File: src/rtl/simple_nbit_cpu.sv
// Two-cycle (FETCH/EXEC) multicycle CPU with four DW-bit registers, Z/C flags
// and a 2**AW x 16 program memory that is loaded only while stopped.
module simple_nbit_cpu #(
    parameter int DW = 8,
    parameter int AW = 4
) (
    input  logic          clk,
    input  logic          reset,
    input  logic          start,
    input  logic          prog_we,
    input  logic [AW-1:0] prog_addr,
    input  logic [15:0]   prog_data,
    output logic [DW-1:0] R0,
    output logic [DW-1:0] R1,
    output logic [DW-1:0] R2,
    output logic [DW-1:0] R3,
    output logic [AW-1:0] pc,
    output logic [15:0]   instr,
    output logic          zero,
    output logic          carry,
    output logic          busy,
    output logic          halt
);

    localparam int DEPTH = 1 << AW;

    typedef enum logic [1:0] {
        S_IDLE,
        S_FETCH,
        S_EXEC,
        S_HALTED
    } state_t;

    typedef enum logic [3:0] {
        OP_NOP = 4'h0,
        OP_LDI = 4'h1,
        OP_MOV = 4'h2,
        OP_ADD = 4'h3,
        OP_SUB = 4'h4,
        OP_AND = 4'h5,
        OP_OR  = 4'h6,
        OP_XOR = 4'h7,
        OP_SHL = 4'h8,
        OP_SHR = 4'h9,
        OP_JMP = 4'hA,
        OP_JZ  = 4'hB,
        OP_JC  = 4'hC,
        OP_HLT = 4'hF
    } opcode_t;

    state_t          state_q, state_d;
    logic [DW-1:0]   regs_q [4];
    logic [DW-1:0]   regs_d [4];
    logic [AW-1:0]   pc_q, pc_d;
    logic [15:0]     instr_q, instr_d;
    logic            zero_q, zero_d;
    logic            carry_q, carry_d;
    logic [15:0]     mem_q [DEPTH];
    logic            mem_we;

    opcode_t         op;
    logic [1:0]      rd, rs;
    logic [DW-1:0]   a, b, imm_ext;
    logic [DW:0]     sum;
    logic [DW-1:0]   alu_res;
    logic            alu_c;
    logic            alu_wr;
    logic            alu_zupd;
    logic            alu_cupd;
    logic            jump_taken;

    assign op      = opcode_t'(instr_q[15:12]);
    assign rd      = instr_q[11:10];
    assign rs      = instr_q[9:8];
    // Size cast zero-extends for DW>8 and keeps the low DW bits for DW<8.
    assign imm_ext = DW'(instr_q[7:0]);
    assign a       = regs_q[rd];
    assign b       = regs_q[rs];
    assign sum     = {1'b0, a} + {1'b0, b};

    always_comb begin
        alu_res    = '0;
        alu_c      = carry_q;
        alu_wr     = 1'b0;
        alu_zupd   = 1'b0;
        alu_cupd   = 1'b0;
        jump_taken = 1'b0;
        case (op)
            OP_LDI: begin
                alu_res  = imm_ext;
                alu_wr   = 1'b1;
                alu_zupd = 1'b1;
            end
            OP_MOV: begin
                alu_res = b;
                alu_wr  = 1'b1;
            end
            OP_ADD: begin
                alu_res  = sum[DW-1:0];
                alu_c    = sum[DW];
                alu_wr   = 1'b1;
                alu_zupd = 1'b1;
                alu_cupd = 1'b1;
            end
            OP_SUB: begin
                alu_res  = a - b;
                alu_c    = (a < b);
                alu_wr   = 1'b1;
                alu_zupd = 1'b1;
                alu_cupd = 1'b1;
            end
            OP_AND, OP_OR, OP_XOR: begin
                if (op == OP_AND)
                    alu_res = a & b;
                else if (op == OP_OR)
                    alu_res = a | b;
                else
                    alu_res = a ^ b;
                alu_c    = 1'b0;
                alu_wr   = 1'b1;
                alu_zupd = 1'b1;
                alu_cupd = 1'b1;
            end
            OP_SHL: begin
                alu_res  = {a[DW-2:0], 1'b0};
                alu_c    = a[DW-1];
                alu_wr   = 1'b1;
                alu_zupd = 1'b1;
                alu_cupd = 1'b1;
            end
            OP_SHR: begin
                alu_res  = {1'b0, a[DW-1:1]};
                alu_c    = a[0];
                alu_wr   = 1'b1;
                alu_zupd = 1'b1;
                alu_cupd = 1'b1;
            end
            OP_JMP: jump_taken = 1'b1;
            OP_JZ:  jump_taken = zero_q;
            OP_JC:  jump_taken = carry_q;
            default: ;
        endcase
    end

    always_comb begin
        state_d = state_q;
        pc_d    = pc_q;
        instr_d = instr_q;
        zero_d  = zero_q;
        carry_d = carry_q;
        mem_we  = 1'b0;
        for (int unsigned i = 0; i < 4; i++)
            regs_d[i] = regs_q[i];
        case (state_q)
            S_IDLE, S_HALTED: begin
                mem_we = prog_we;
                if (start) begin
                    state_d = S_FETCH;
                    pc_d    = '0;
                end
            end
            S_FETCH: begin
                instr_d = mem_q[pc_q];
                pc_d    = pc_q + 1'b1;
                state_d = S_EXEC;
            end
            S_EXEC: begin
                state_d = (op == OP_HLT) ? S_HALTED : S_FETCH;
                if (alu_wr)
                    regs_d[rd] = alu_res;
                if (alu_zupd)
                    zero_d = (alu_res == '0);
                if (alu_cupd)
                    carry_d = alu_c;
                if (jump_taken)
                    pc_d = instr_q[AW-1:0];
            end
            default: state_d = S_IDLE;
        endcase
    end

    always_ff @(posedge clk or posedge reset) begin
        if (reset) begin
            state_q <= S_IDLE;
            pc_q    <= '0;
            instr_q <= '0;
            zero_q  <= 1'b0;
            carry_q <= 1'b0;
            for (int unsigned i = 0; i < 4; i++)
                regs_q[i] <= '0;
        end else begin
            state_q <= state_d;
            pc_q    <= pc_d;
            instr_q <= instr_d;
            zero_q  <= zero_d;
            carry_q <= carry_d;
            for (int unsigned i = 0; i < 4; i++)
                regs_q[i] <= regs_d[i];
        end
    end

    // Program memory keeps its contents across reset.
    always_ff @(posedge clk) begin
        if (mem_we)
            mem_q[prog_addr] <= prog_data;
    end

    assign R0    = regs_q[0];
    assign R1    = regs_q[1];
    assign R2    = regs_q[2];
    assign R3    = regs_q[3];
    assign pc    = pc_q;
    assign instr = instr_q;
    assign zero  = zero_q;
    assign carry = carry_q;
    assign busy  = (state_q == S_FETCH) || (state_q == S_EXEC);
    assign halt  = (state_q == S_HALTED);

endmodule
File: config.mk
export PLATFORM = sky130hd
export DESIGN_NAME = simple_nbit_cpu
export DESIGN_NICKNAME = d
export VERILOG_FILES = /design/src/rtl/simple_nbit_cpu.sv
export SDC_FILE = /design/constraint.sdc
export NUM_CORES = 1
export LEC_CHECK = 0
export ABC_AREA = 1
export CORE_MARGIN = 3
export CORE_UTILIZATION = 37
export DETAILED_ROUTE_END_ITERATION = 16
export PLACE_DENSITY = 0.59
export SLEW_MARGIN = 20
export SYNTH_ARGS = -nofsm -noshare
export SYNTH_HDL_FRONTEND = slang
export SYNTH_SLANG_ARGS = --single-unit
File: constraint.sdc
create_clock -name clk -period 7.2 [get_ports clk]
set_clock_uncertainty 0.15 [all_clocks]
set_input_delay 1.44 -clock clk [delete_from_list [all_inputs] [get_ports clk]]
set_output_delay 1.44 -clock clk [all_outputs]
set_load 0.05 [all_outputs]
Yosys cells after proc, flatten, opt, wreduce, memory -nomap -nowiden
Memory sizes are Yosys's and may differ from the RTL's. A register that Yosys moved wholly into a read port is not among the register bits.
Cells that the tools add are included.

operators by class
  $lt $le $gt $ge = 4
  $add $sub $neg = 3
  bitwise operators = 5
  reduce and logical (&&, ||, !) cells = 14
  multiplexer cells = 26
  equal/unequal tests = 18

operators by type and width
  cell                                                             count
  8-bit 2-to-1 mux                                                 7
  8-bit one-hot mux with 7 select lines                            1
  8-bit binary-select mux with 2-bit select                        2
  32-bit bitwise mux                                               1
  4-bit == test, second input constant                             6
  8-bit demux with 2-bit select                                    1
  4-bit by 3-bit == test with 1-bit output, second input constant  4
  4-bit one-hot mux with 3 select lines                            1
  8-bit by 8-bit adder with 9-bit output                           1
  9-bit OR reduction                                               1
  8-bit bitwise AND                                                1
  4-bit by 2-bit == test with 1-bit output, second input constant  2
  8-bit logical NOT                                                1
  8-bit < comparator                                               1
  4-bit 2-to-1 mux                                                 2
  8-bit OR                                                         1
  8-bit OR reduction                                               1
  8-bit subtractor                                                 1
  8-bit XOR                                                        1
  7-bit OR reduction                                               1
  3-bit greater-or-equal comparator, second input constant         2
  1-bit 2-to-1 mux                                                 6
  2-bit NOT with 3-bit output                                      2
  2-bit one-hot mux with 3 select lines                            1
  other kinds (17)                                                 22

word-level totals
  output and inout bits = 56
  memories = 1
  bits of input ports = 24
  word-level logic and storage cells = 79
  register bits = 40
  memory bits (writable) = 256

memories
  memory  words  width  rd ports  clocked after Yosys merged registers in  write ports  RTL line  RTL
  mem_q   16     16     1         1                                        1            58        logic [15:0] mem_q [DEPTH];

Longest topological paths before layout
Gate-level depths: netlist (run 1).

  depth after elaboration = 9
  gate-level depth with buffers = 20
  gate-level depth less buffers = 18

Least setup slack after synthesis (run 1)
OpenSTA, ideal clock, no wires.

  path type = reg2reg
  from = register instr_q[8], in the netlist instr[8], read port of mem_q
  to = register regs_q (netlist bit R0[6])
  clock period less this slack = 3.187 ns
  stages on the path, launching flop included = 16
  buffers on the path = 1
  data required time = 6.925 ns
  setup time = 0.125 ns
  arrival = 2.913 ns
  slack = 4.013 ns
  cells stage by stage = dfrtp_1 -> inv_1 -> clkbuf_1 -> nand2_1 -> nand3_1 -> nand2_1 -> inv_1 -> ha_1 -> fa_1 -> o21ai_0 -> nand3_1 -> nand2_1 -> nand2_1 -> nand3_1 -> nand4_1 -> mux2_2

on the way
  word-level cells in the longest chain between the ends = 9
  elaborated cells on any way between the ends = 13
  classes of those cells = add/sub: 2; mux: 7; bitwise: 4

RTL lines
  what                                                      RTL line  RTL
  start, declared                                           55        logic [15:0] instr_q, instr_d;
  2-bit NOT with 3-bit output (implied by the code) (*)     78        assign b = regs_q[rs];
  8-bit binary-select mux with 2-bit select (*)             78
  8-bit 2-to-1 mux (implied by the code) (*) (2 in a row)   78
  branches (longest 3 deep; another with 8-bit subtractor)  -
  8-bit one-hot mux with 7 select lines (*)                 88        case (op)
  32-bit bitwise mux (*)                                    170       regs_d[rd] = alu_res;
  end signal, assigned by index                             198       regs_q[i] <= regs_d[i];
  end, declared                                             52        logic [DW-1:0] regs_q [4];

Mark *: on every way between the ends. The select of a mux whose other input is x is not followed.
A chain may end at the register's enable or synchronous reset.

Final worst setup path (run 1)
  from = register pc_q[1], in the netlist pc[1]
  to = output pc[1]

RTL lines
  what                    RTL line  RTL
  start, declared         54        logic [AW-1:0] pc_q, pc_d;
  start signal, assigned  193       pc_q <= pc_d;
  end, declared           17        output logic [AW-1:0] pc,

No word-level cell between the ends.

==> out/qor.yml, run 1 <==
outcome:
  outcome: "finished clean"
worst_hold_path:
  hold_class: "reg2reg"
timing:
  setup_slack_ns: 3.19
  tightest_slew_ns: 1.01
  tns_ns: 0
  relSlewSlack: 0.323
  period_needed_ns: 4.01
  slew_viol_final: 0
  setup_viol: 0
  period_share: 0.557
  rsz0062_at_grt: "false"
  hold_violations: 0
  max_freq_ghz: 0.249
clock_tree:
  ctsHoldBuffers: 0
  post_cts_buffers: 0
  clock-sinks: 312
  cts_buffers: 34
  clk_latency_ns: 0.55
  path_clk_slew_ns: 0.06
  cts_max_level: 2
  cts_root_buffer: "clkbuf_16"
  cts_tree: "done"
  cts_resized: 0
  clockBufferDepth: 3
synth:
  synth_compound_area_frac: 0.121
  synthMuxAreaShare: 0.0118
  synth.area.top_cells: "edfxtp_1 (54%), dfrtp_1 (9.8%), nor2_1 (6.3%)"
  synthesis.nets: 1436
  synth_edf_count: 256
  yosys_warnings: 0
  ys_seq_area_frac: 0.637
  async_flop_share: 0.179
  synth_top_area_share: 0.539
  yosysTopAreaCell: "edfxtp_1"
  synth_seq_cells: 312
  ys_types: 36
  synthTopCellsByCount: "edfxtp_1 (256), nor2_1 (239), nand2_1 (213), o21ai_0 (171), nand3_1 (86)"
  synth_simple_gate_area_frac: 0.157
  ys.flop_type: "edfxtp_1"
  yosys.area_share.xor_xnor: 0.00123
  syn_area_um2: 14300
  yosysMostFrequentCell: "edfxtp_1"
  syn_inst: 1381
  synth_fa_ha_area_frac: 0.0282
  avgSynthCellArea_um2: 10.3
  synth_top_family_by_area: "simple AND/OR/NAND/NOR gates"
routing:
  drtAntennaViolNets: 0
  via_per_inst: 5.39
  wire_per_inst_um: 21.4
  drc: 0
  vias: 10600
  routed_wl_um: 42100
  drt_iter0_drc: 1022
  first_pass_iters: 5
grt:
  grtUsageTotal: 0.204
  grtUsageMet1: 0.282
  grt_overflow: 0
  first_global_vias: 10400
  use_met2: 0.327
  busiest_layer: "met2"
  grt_max_degree: 70
  grt_pass1_wl_um: 63900
  grt_antenna_before_repair: 0
  met3_usage: 0.0306
pwr:
  power_density_nw_per_um2: 468
  p_total_mw: 7.81
  power_leakage_nw: 6.25
  power_frac_seq: 0.316
  p_comb_frac: 0.454
  p_sw_frac: 0.455
  power_frac_clock: 0.230
  p_sw_mw: 3.55
  ir_drop_mv: 0.231
  intPower_mw: 4.26
die:
  die_area_um2: 41000
  die_h_um: 202
  pin_count: 80
  core_region_area_um2: 37800
  start_util: 0.377
  die_x_um: 202
  placementRows: 71
final_layout:
  area.growth.synth_to_final_pct: 16.9
  drive_above_1_share: 0.0754
  final_cell_area_um2: 16700
  fin_cells: 1969
  fill_cells: 3601
  final_nets: 1487
  antenna_cells: 0
critical_path:
  required_ns: 5.61
  worstSetupStartpointType: "flop"
  cp_max_fo: 65
  max_stage_delay_ns: 0.94
  cp_cell_sequence: "buf_4, clkdlybuf4s50_1"
  cp.arrival_ns: 2.42
  critPathSlowestCell: "clkdlybuf4s50_1"
  endpoint_kind: "output pin"
  crit_type: "reg2out"
place:
  hpwl_um: 27600
  pre_cts_slack_ns: 3.36
  postPlaceCellArea_um2: 15500
  gp_congestion: 0.943
  port-buffer-count: 79
  placed_cells: 1907
flow_run:
  drv_cap: 0
[power groups by stage]
stage | sequential (mW) | clock [mW] | combinational (mW)
after detailed placement | 2.50 | 0 | 3.50
after global placement | 2.50 | 0 | 3.48
final | 2.47 | 1.80 | 3.55
after CTS | 2.46 | 1.83 | 3.52
after global routing | 2.49 | 1.90 | 3.88
after floorplan | 2.76 | 0 | 2.04
[critical path, delay by kind of cell (launching register included)]
kind	cells	cell delay, ns
buffers and inverters	2	1.53
DFF	1	0.34
[flip-flops by register name (all words and copies together), names as in the netlist, 2 cells and up]
register and count:
R3 8, R1 8, R2 8, state_q 2, instr 16, pc 4
R0 8, mem_q 256
[final timing paths]
kind / start / end / slack, ns / cells after the start
worst min register to register: carry$_DFFE_PP0P_ / carry$_DFFE_PP0P_ / 0.42 / 2
worst min-delay path: carry$_DFFE_PP0P_ / carry$_DFFE_PP0P_ / 0.42 / 2
worst max register to register: instr[8]$_DFFE_PP0P_ / R1[6]$_DFFE_PP0P_ / 3.25 / 14
worst max-delay path: pc[1]$_DFFE_PP0P_ / pc[1] / 3.19 / 2
min in group asynchronous: reset / R2[3]$_DFFE_PP0P_ / 1.27 / 3
max in group asynchronous: reset / pc[0]$_DFFE_PP0P_ / 5.09 / 3
[logic make-up (layout without fill, tap and decap cells)]
kind of cell             Yosys count  after routing
buffers and inverters            163            240
XOR/XNOR                           2              2
AND/OR/NAND/NOR                  556            556
flip-flops                       312            312
multiplexers                      15             15
AO/OA/AOI/OAI                    302            302
adder cells (fa/ha/maj)           31             31
[metal layers]
metal  routed length (um)  part of all wire
met1                18100              0.43
met2                19700              0.47
met3                 2980             0.071
met4                 1400             0.033
met5                    0                 0
[stage by stage]
| step | util | hold slack [ns] |
|---|---|---|
| 5_1_grt | 0.441 | 0.452 |
| 6_report | 0.441 | 0.416 |
| 2_1_floorplan | - | 0.421 |
| 4_1_cts | 0.441 | 0.413 |
| 3_3_place_gp | 0.411 | 0.405 |
| 3_5_place_dp | 0.411 | 0.400 |
[layout make-up]
class	instances	area [um^2]	share of cell area
Sequential cell	312	9090	0.545
Multi-Input combinational cell	906	4600	0.276
Timing Repair Buffer	91	881	0.0528
Clock buffer	41	877	0.0526
Tap cell	511	639	0.0383
Inverter	87	328	0.0196
Clock inverter	21	270	0.0162
[layout by cell type, fill, tap and decap left out, types with 4 or more instances in the layout]
cell             instances
nand4_1                  4
o221ai_1                26
nand3_1                 86
clkbuf_16               34
clkdlybuf4s50_1         79
clkinv_2                 7
ha_1                    29
buf_4                   12
nand2_1                213
dfrtp_1                 54
clkinv_1                 7
clkbuf_1                 7
a21oi_1                 26
nor2_1                 223
a31oi_1                 13
o22ai_1                 52
bufinv_16                5
o21ai_0                171
edfxtp_1               256
inv_1                   80
inv_2                    4
nor2_2                  20
mux2_2                  15
No activity file was read; power rests on OpenSTA's default activity.
==> run 2: changes to the inputs <==
==> constraint.sdc (replaced) <==
create_clock -name clk -period 3.85 [get_ports clk]
set_clock_uncertainty 0.15 [all_clocks]
set_input_delay 0.77 -clock clk [delete_from_list [all_inputs] [get_ports clk]]
set_output_delay 0.77 -clock clk [all_outputs]
set_load 0.05 [all_outputs]
==> run 2 against run 1 <==
- combinational power grew 92%
- register-to-register slack lost 2.8 ns
- critical path depth grew 11
- design area grew 1.3%
- first-iteration DRC count shrank 24%
- global-route usage shrank 0.11 points
- non-clock buffer count grew 33
- sequential share of layout area shrank 0.72 points
- critical path type is now reg2reg
- highest routed layer unchanged
==> out/qor.yml, run 2 (synthesis gave the netlist of run 1 again) <==
clock_tree:
  cts_root_buffer: "clkbuf_16"
  path_clk_slew_ns: 0.06
  clk_latency_ns: 0.53
  ctsHoldBuffers: 0
  clock-sinks: 312
  cts_resized: 0
  post_cts_buffers: 0
  cts_tree: "done"
  clockBufferDepth: 3
  cts_max_level: 2
  cts_buffers: 35
timing:
  relSlewSlack: 0.437
  tns_ns: 0
  hold_violations: 0
  period_share: 0.872
  max_freq_ghz: 0.298
  slew_viol_final: 0
  setup_viol: 0
  timing.hold.ws_ns: 0.403
  period_needed_ns: 3.36
  tightest_slew_ns: 0.841
  rsz0062_at_grt: "false"
place:
  placed_cells: 1940
  port-buffer-count: 79
  gp_congestion: 0.915
  hpwl_um: 27100
grt:
  grt_antenna_before_repair: 0
  grt_max_degree: 64
  first_global_vias: 10300
  grtUsageTotal: 0.202
  grt_pass1_wl_um: 63800
  grt_overflow: 0
final_layout:
  antenna_cells: 0
  mostFrequentLayoutCells: "edfxtp_1 (256), nor2_1 (223), nand2_1 (213)"
  area.growth.synth_to_final_pct: 18.5
  fin_cells: 2000
  drive_above_1_share: 0.0907
  largest_reg_flops: 256
  top_register: "mem_q"
  final_nets: 1521
  final_common_cell: "edfxtp_1"
die:
  pin_count: 80
  die_h_um: 202
  placementRows: 71
  die_area_um2: 41000
  core_region_area_um2: 37800
  die_x_um: 202
  start_util: 0.377
critical_path:
  cp.arrival_ns: 3.62
  cp_max_fo: 10
  required_ns: 4.11
  worstSetupStartpointType: "flop"
  endpoint_kind: "flop"
  regToRegSetupSlack_ns: 0.49
  crit_type: "reg2reg"
routing:
  vias: 10700
  drc: 0
  via_per_inst: 5.37
  drt_iter0_drc: 774
  first_pass_iters: 5
  drtAntennaViolNets: 0
  wire_per_inst_um: 21.0
  routed_wl_um: 41900
flow_run:
  drv_cap: 0
pwr:
  power_density_nw_per_um2: 853
  power_leakage_nw: 6.40
  p_total_mw: 14.4
  ir_drop_mv: 0.394
outcome:
  outcome: "finished clean"
worst_hold_path:
  hold_class: "in2async"
==> run 2: path summary, 6_finish.rpt <==
| kind | from | endpoint | cells after the start |
|---|---|---|---|
| worst min-delay path | reset | instr[3]$_DFFE_PP0P_ | 2 |
| max in group asynchronous | reset | pc[0]$_DFFE_PP0P_ | 3 |
| worst max register to register | instr[9]$_DFFE_PP0P_ | R1[6]$_DFFE_PP0P_ | 13 |
| worst max-delay path | instr[9]$_DFFE_PP0P_ | R1[6]$_DFFE_PP0P_ | 13 |
| min in group clk | zero$_DFFE_PP0P_ | zero$_DFFE_PP0P_ | 2 |
| worst min register to register | zero$_DFFE_PP0P_ | zero$_DFFE_PP0P_ | 2 |
==> run 2: cell type report <==
cell class	instances	area [um^2]
well taps	511	639
clock inverters	16	140
fillers	3618	20900
flip-flops and latches	312	9090
repair buffers	124	1200
inverters	87	328
clock buffers	44	910
multi-input cells	906	4600
==> run 2: worst max-delay path, cell delays in order, from the launching register on <==
cell      delay [ns]
dfrtp_1         0.49
clkinv_1        0.25
nand3_1         0.11
nand2_1         0.15
inv_1           0.08
ha_1            0.24
fa_1            0.46
o21ai_0         0.31
nand3_1         0.17
nand2_1         0.11
nand2_1         0.05
nand3_1         0.07
nand4_1         0.24
mux2_2          0.35
==> run 2: report_power, final <==
group          leakage [nW]  internal [mW]  switching, mW
sequential             3.01           4.00          0.470
clock                 0.507           1.81           1.30
combinational          2.88           2.08           4.75
total                  6.40           7.89           6.53
==> run 2: metrics by stage <==
step,utilization,instance area [um^2],setup WS (ns)
2_1_floorplan,-,14300,0.663
3_3_place_gp,0.419,15900,0.539
3_5_place_dp,0.419,15900,0.508
4_1_cts,0.447,16900,0.500
5_1_grt,0.447,16900,0.160
6_report,0.447,16900,0.495
==> run 2: per-layer routing <==
metal / vias up / share of wire / global-route usage
li1: 5018 / - / -
met1: 5220 / 0.44 / 0.284
met2: 412 / 0.46 / 0.319
met3: 83 / 0.064 / 0.0345
met4: 0 / 0.036 / 0.0725
met5: - / 0 / 0
==> run 3: changes to the inputs <==
--- a/config.mk
+++ b/config.mk
@@ -6,9 +6,9 @@
 export NUM_CORES = 1
 export LEC_CHECK = 0
 export ABC_AREA = 1
-export CORE_MARGIN = 3
 export CORE_UTILIZATION = 37
 export DETAILED_ROUTE_END_ITERATION = 16
+export GPL_TIMING_DRIVEN = 0
 export PLACE_DENSITY = 0.59
 export SLEW_MARGIN = 20
 export SYNTH_ARGS = -nofsm -noshare
==> constraint.sdc (replaced) <==
create_clock -name clk -period 3.6 [get_ports clk]
set_clock_uncertainty 0.15 [all_clocks]
set_input_delay 0.72 -clock clk [delete_from_list [all_inputs] [get_ports clk]]
set_output_delay 0.72 -clock clk [all_outputs]
set_load 0.05 [all_outputs]
==> run 3 against run 2 <==
- sequential share of layout area down 0.90 points
- global-route usage up 2.2 points
- first-iteration DRC count up 29%
- utilization up 0.74 points
- clock power up 17%
- final cell count up 2.4%
- setup slack worse by 0.23 ns
- critical path type unchanged
- critical endpoint is now zero$_DFFE_PP0P_
==> out/qor.yml, run 3 (synthesis gave the netlist of run 1 again) <==
outcome:
  outcome: "finished clean"
clock_tree:
  cts_buffers: 36
  clockBufferDepth: 3
  clock-sinks: 312
  cts_root_buffer: "clkbuf_16"
  ctsHoldBuffers: 0
  clk_latency_ns: 0.53
  cts_max_level: 2
  cts_tree: "done"
  path_clk_slew_ns: 0.06
timing:
  period_share: 0.926
  timing.hold.ws_ns: 0.317
  max_freq_ghz: 0.300
  hold_violations: 0
  setup_viol: 0
  slew_viol_final: 0
  relSlewSlack: 0.447
  period_needed_ns: 3.33
  tightest_slew_ns: 0.829
  tns_ns: 0
  rsz0062_at_grt: "false"
critical_path:
  crit_type: "reg2reg"
  regToRegSetupSlack_ns: 0.27
  cp.arrival_ns: 3.64
  required_ns: 3.90
  reg2reg_depth: 19
  critical_path.endpoint: "zero$_DFFE_PP0P_"
  r2r_end: "zero$_DFFE_PP0P_"
  worstSetupStartpointType: "flop"
  worstSetupStartpoint: "instr[11]$_DFFE_PP0P_"
  endpoint_kind: "flop"
  cp_max_fo: 10
  r2r-start: "instr[11]$_DFFE_PP0P_"
final_layout:
  final_common_cell: "edfxtp_1"
  fin_util: 0.454
  drive_above_1_share: 0.0852
  top_register: "mem_q"
  antenna_cells: 0
  area.growth.synth_to_final_pct: 20.4
  final_nets: 1567
  mostFrequentLayoutCells: "edfxtp_1 (256), nor2_1 (222), nand2_1 (213)"
  largest_reg_flops: 256
die:
  core_region_area_um2: 37800
  start_util: 0.377
  placementRows: 71
  die_area_um2: 39400
  pin_count: 80
  die_h_um: 198
  die_x_um: 198
flow_run:
  drv_cap: 0
pwr:
  power_leakage_nw: 6.47
  power_density_nw_per_um2: 933
  ir_drop_mv: 0.456
  p_total_mw: 16.0
routing:
  first_pass_iters: 5
  drtAntennaViolNets: 0
  drc: 0
  routed_wl_um: 43800
  wire_per_inst_um: 21.4
  drt_iter0_drc: 1000
  via_per_inst: 5.42
  vias: 11100
worst_hold_path:
  hold_class: "in2async"
grt:
  grt_overflow: 0
  grt_antenna_before_repair: 0
  grt_pass1_wl_um: 65000
  grtUsageTotal: 0.225
  grt_max_degree: 47
  first_global_vias: 10500
place:
  port-buffer-count: 79
  hpwl_um: 30600
  gp_congestion: 0.888
==> run 3: report_power, final <==
part,internal [mW],switching [mW],total (mW)
Sequential,4.28,0.430,4.71
Clock,2.20,1.46,3.65
Combinational,2.28,5.39,7.67
==> run 3: critical path, cell delays in order (launching register included) <==
cell,delay (ns)
dfrtp_1,0.40
buf_2,0.20
inv_1,0.06
buf_2,0.20
nand3_1,0.09
nand2_1,0.06
nor2_2,0.18
inv_1,0.09
ha_1,0.25
fa_1,0.50
xor2_1,0.18
nand2_1,0.06
nand3_1,0.09
nor2_1,0.13
nand2_1,0.10
nor2_4,0.18
nand2_1,0.08
nor2_1,0.09
nand3_1,0.12
nand2_1,0.07
==> run 3: routing by layer <==
metal	vias up	global-route usage	share of wire
met3	102	0.0536	0.094
met5	-	0	0
met2	536	0.352	0.45
met4	0	0.0843	0.037
met1	5354	0.302	0.42
li1	5118	-	-
==> run 3: worst min-delay path by stage <==
| stage | startpoint | to | slack, ns | cells past startpoint |
|---|---|---|---|---|
| after floorplan | state_q[0]$_DFFE_PP0P_ | state_q[0]$_DFFE_PP0P_ | 0.42 | 2 |
| after global placement | carry$_DFFE_PP0P_ | carry$_DFFE_PP0P_ | 0.39 | 2 |
| after detailed placement | zero$_DFFE_PP0P_ | zero$_DFFE_PP0P_ | 0.38 | 2 |
| after CTS | reset | instr[2]$_DFFE_PP0P_ | 0.32 | 2 |
| after global routing | reset | instr[2]$_DFFE_PP0P_ | 0.34 | 2 |
| final | reset | instr[2]$_DFFE_PP0P_ | 0.32 | 2 |
==> run 3: timing repair <==
item / 4_1_cts / 5_1_grt
hold endpoints to repair: 0 / 0
gates resized for setup: 1 / 10
gates cloned: 0 / 0
buffers inserted: 0 / 6
setup endpoints to repair: 5 / 17
==> run 3: area by class of cell <==
class | instances | area (um^2)
Clock buffer | 45 | 966
Inverter | 87 | 337
Buffer | 73 | 297
Multi-Input combinational cell | 906 | 4640
Timing Repair Buffer | 96 | 1010
Fill cell | 3592 | 20700
Tap cell | 511 | 639
Sequential cell | 312 | 9090
Clock inverter | 18 | 216
==> run 3: metrics by stage <==
stage               std cells  setup slack (ns)  cell area [um^2]
finish                   2048             0.268             17200
global route             2048           0.00602             17200
global placement         1971            -0.291             15700
floorplan                1381             0.413             14300
CTS                      2045            0.0500             17100
detailed placement       1982           -0.0383             16000
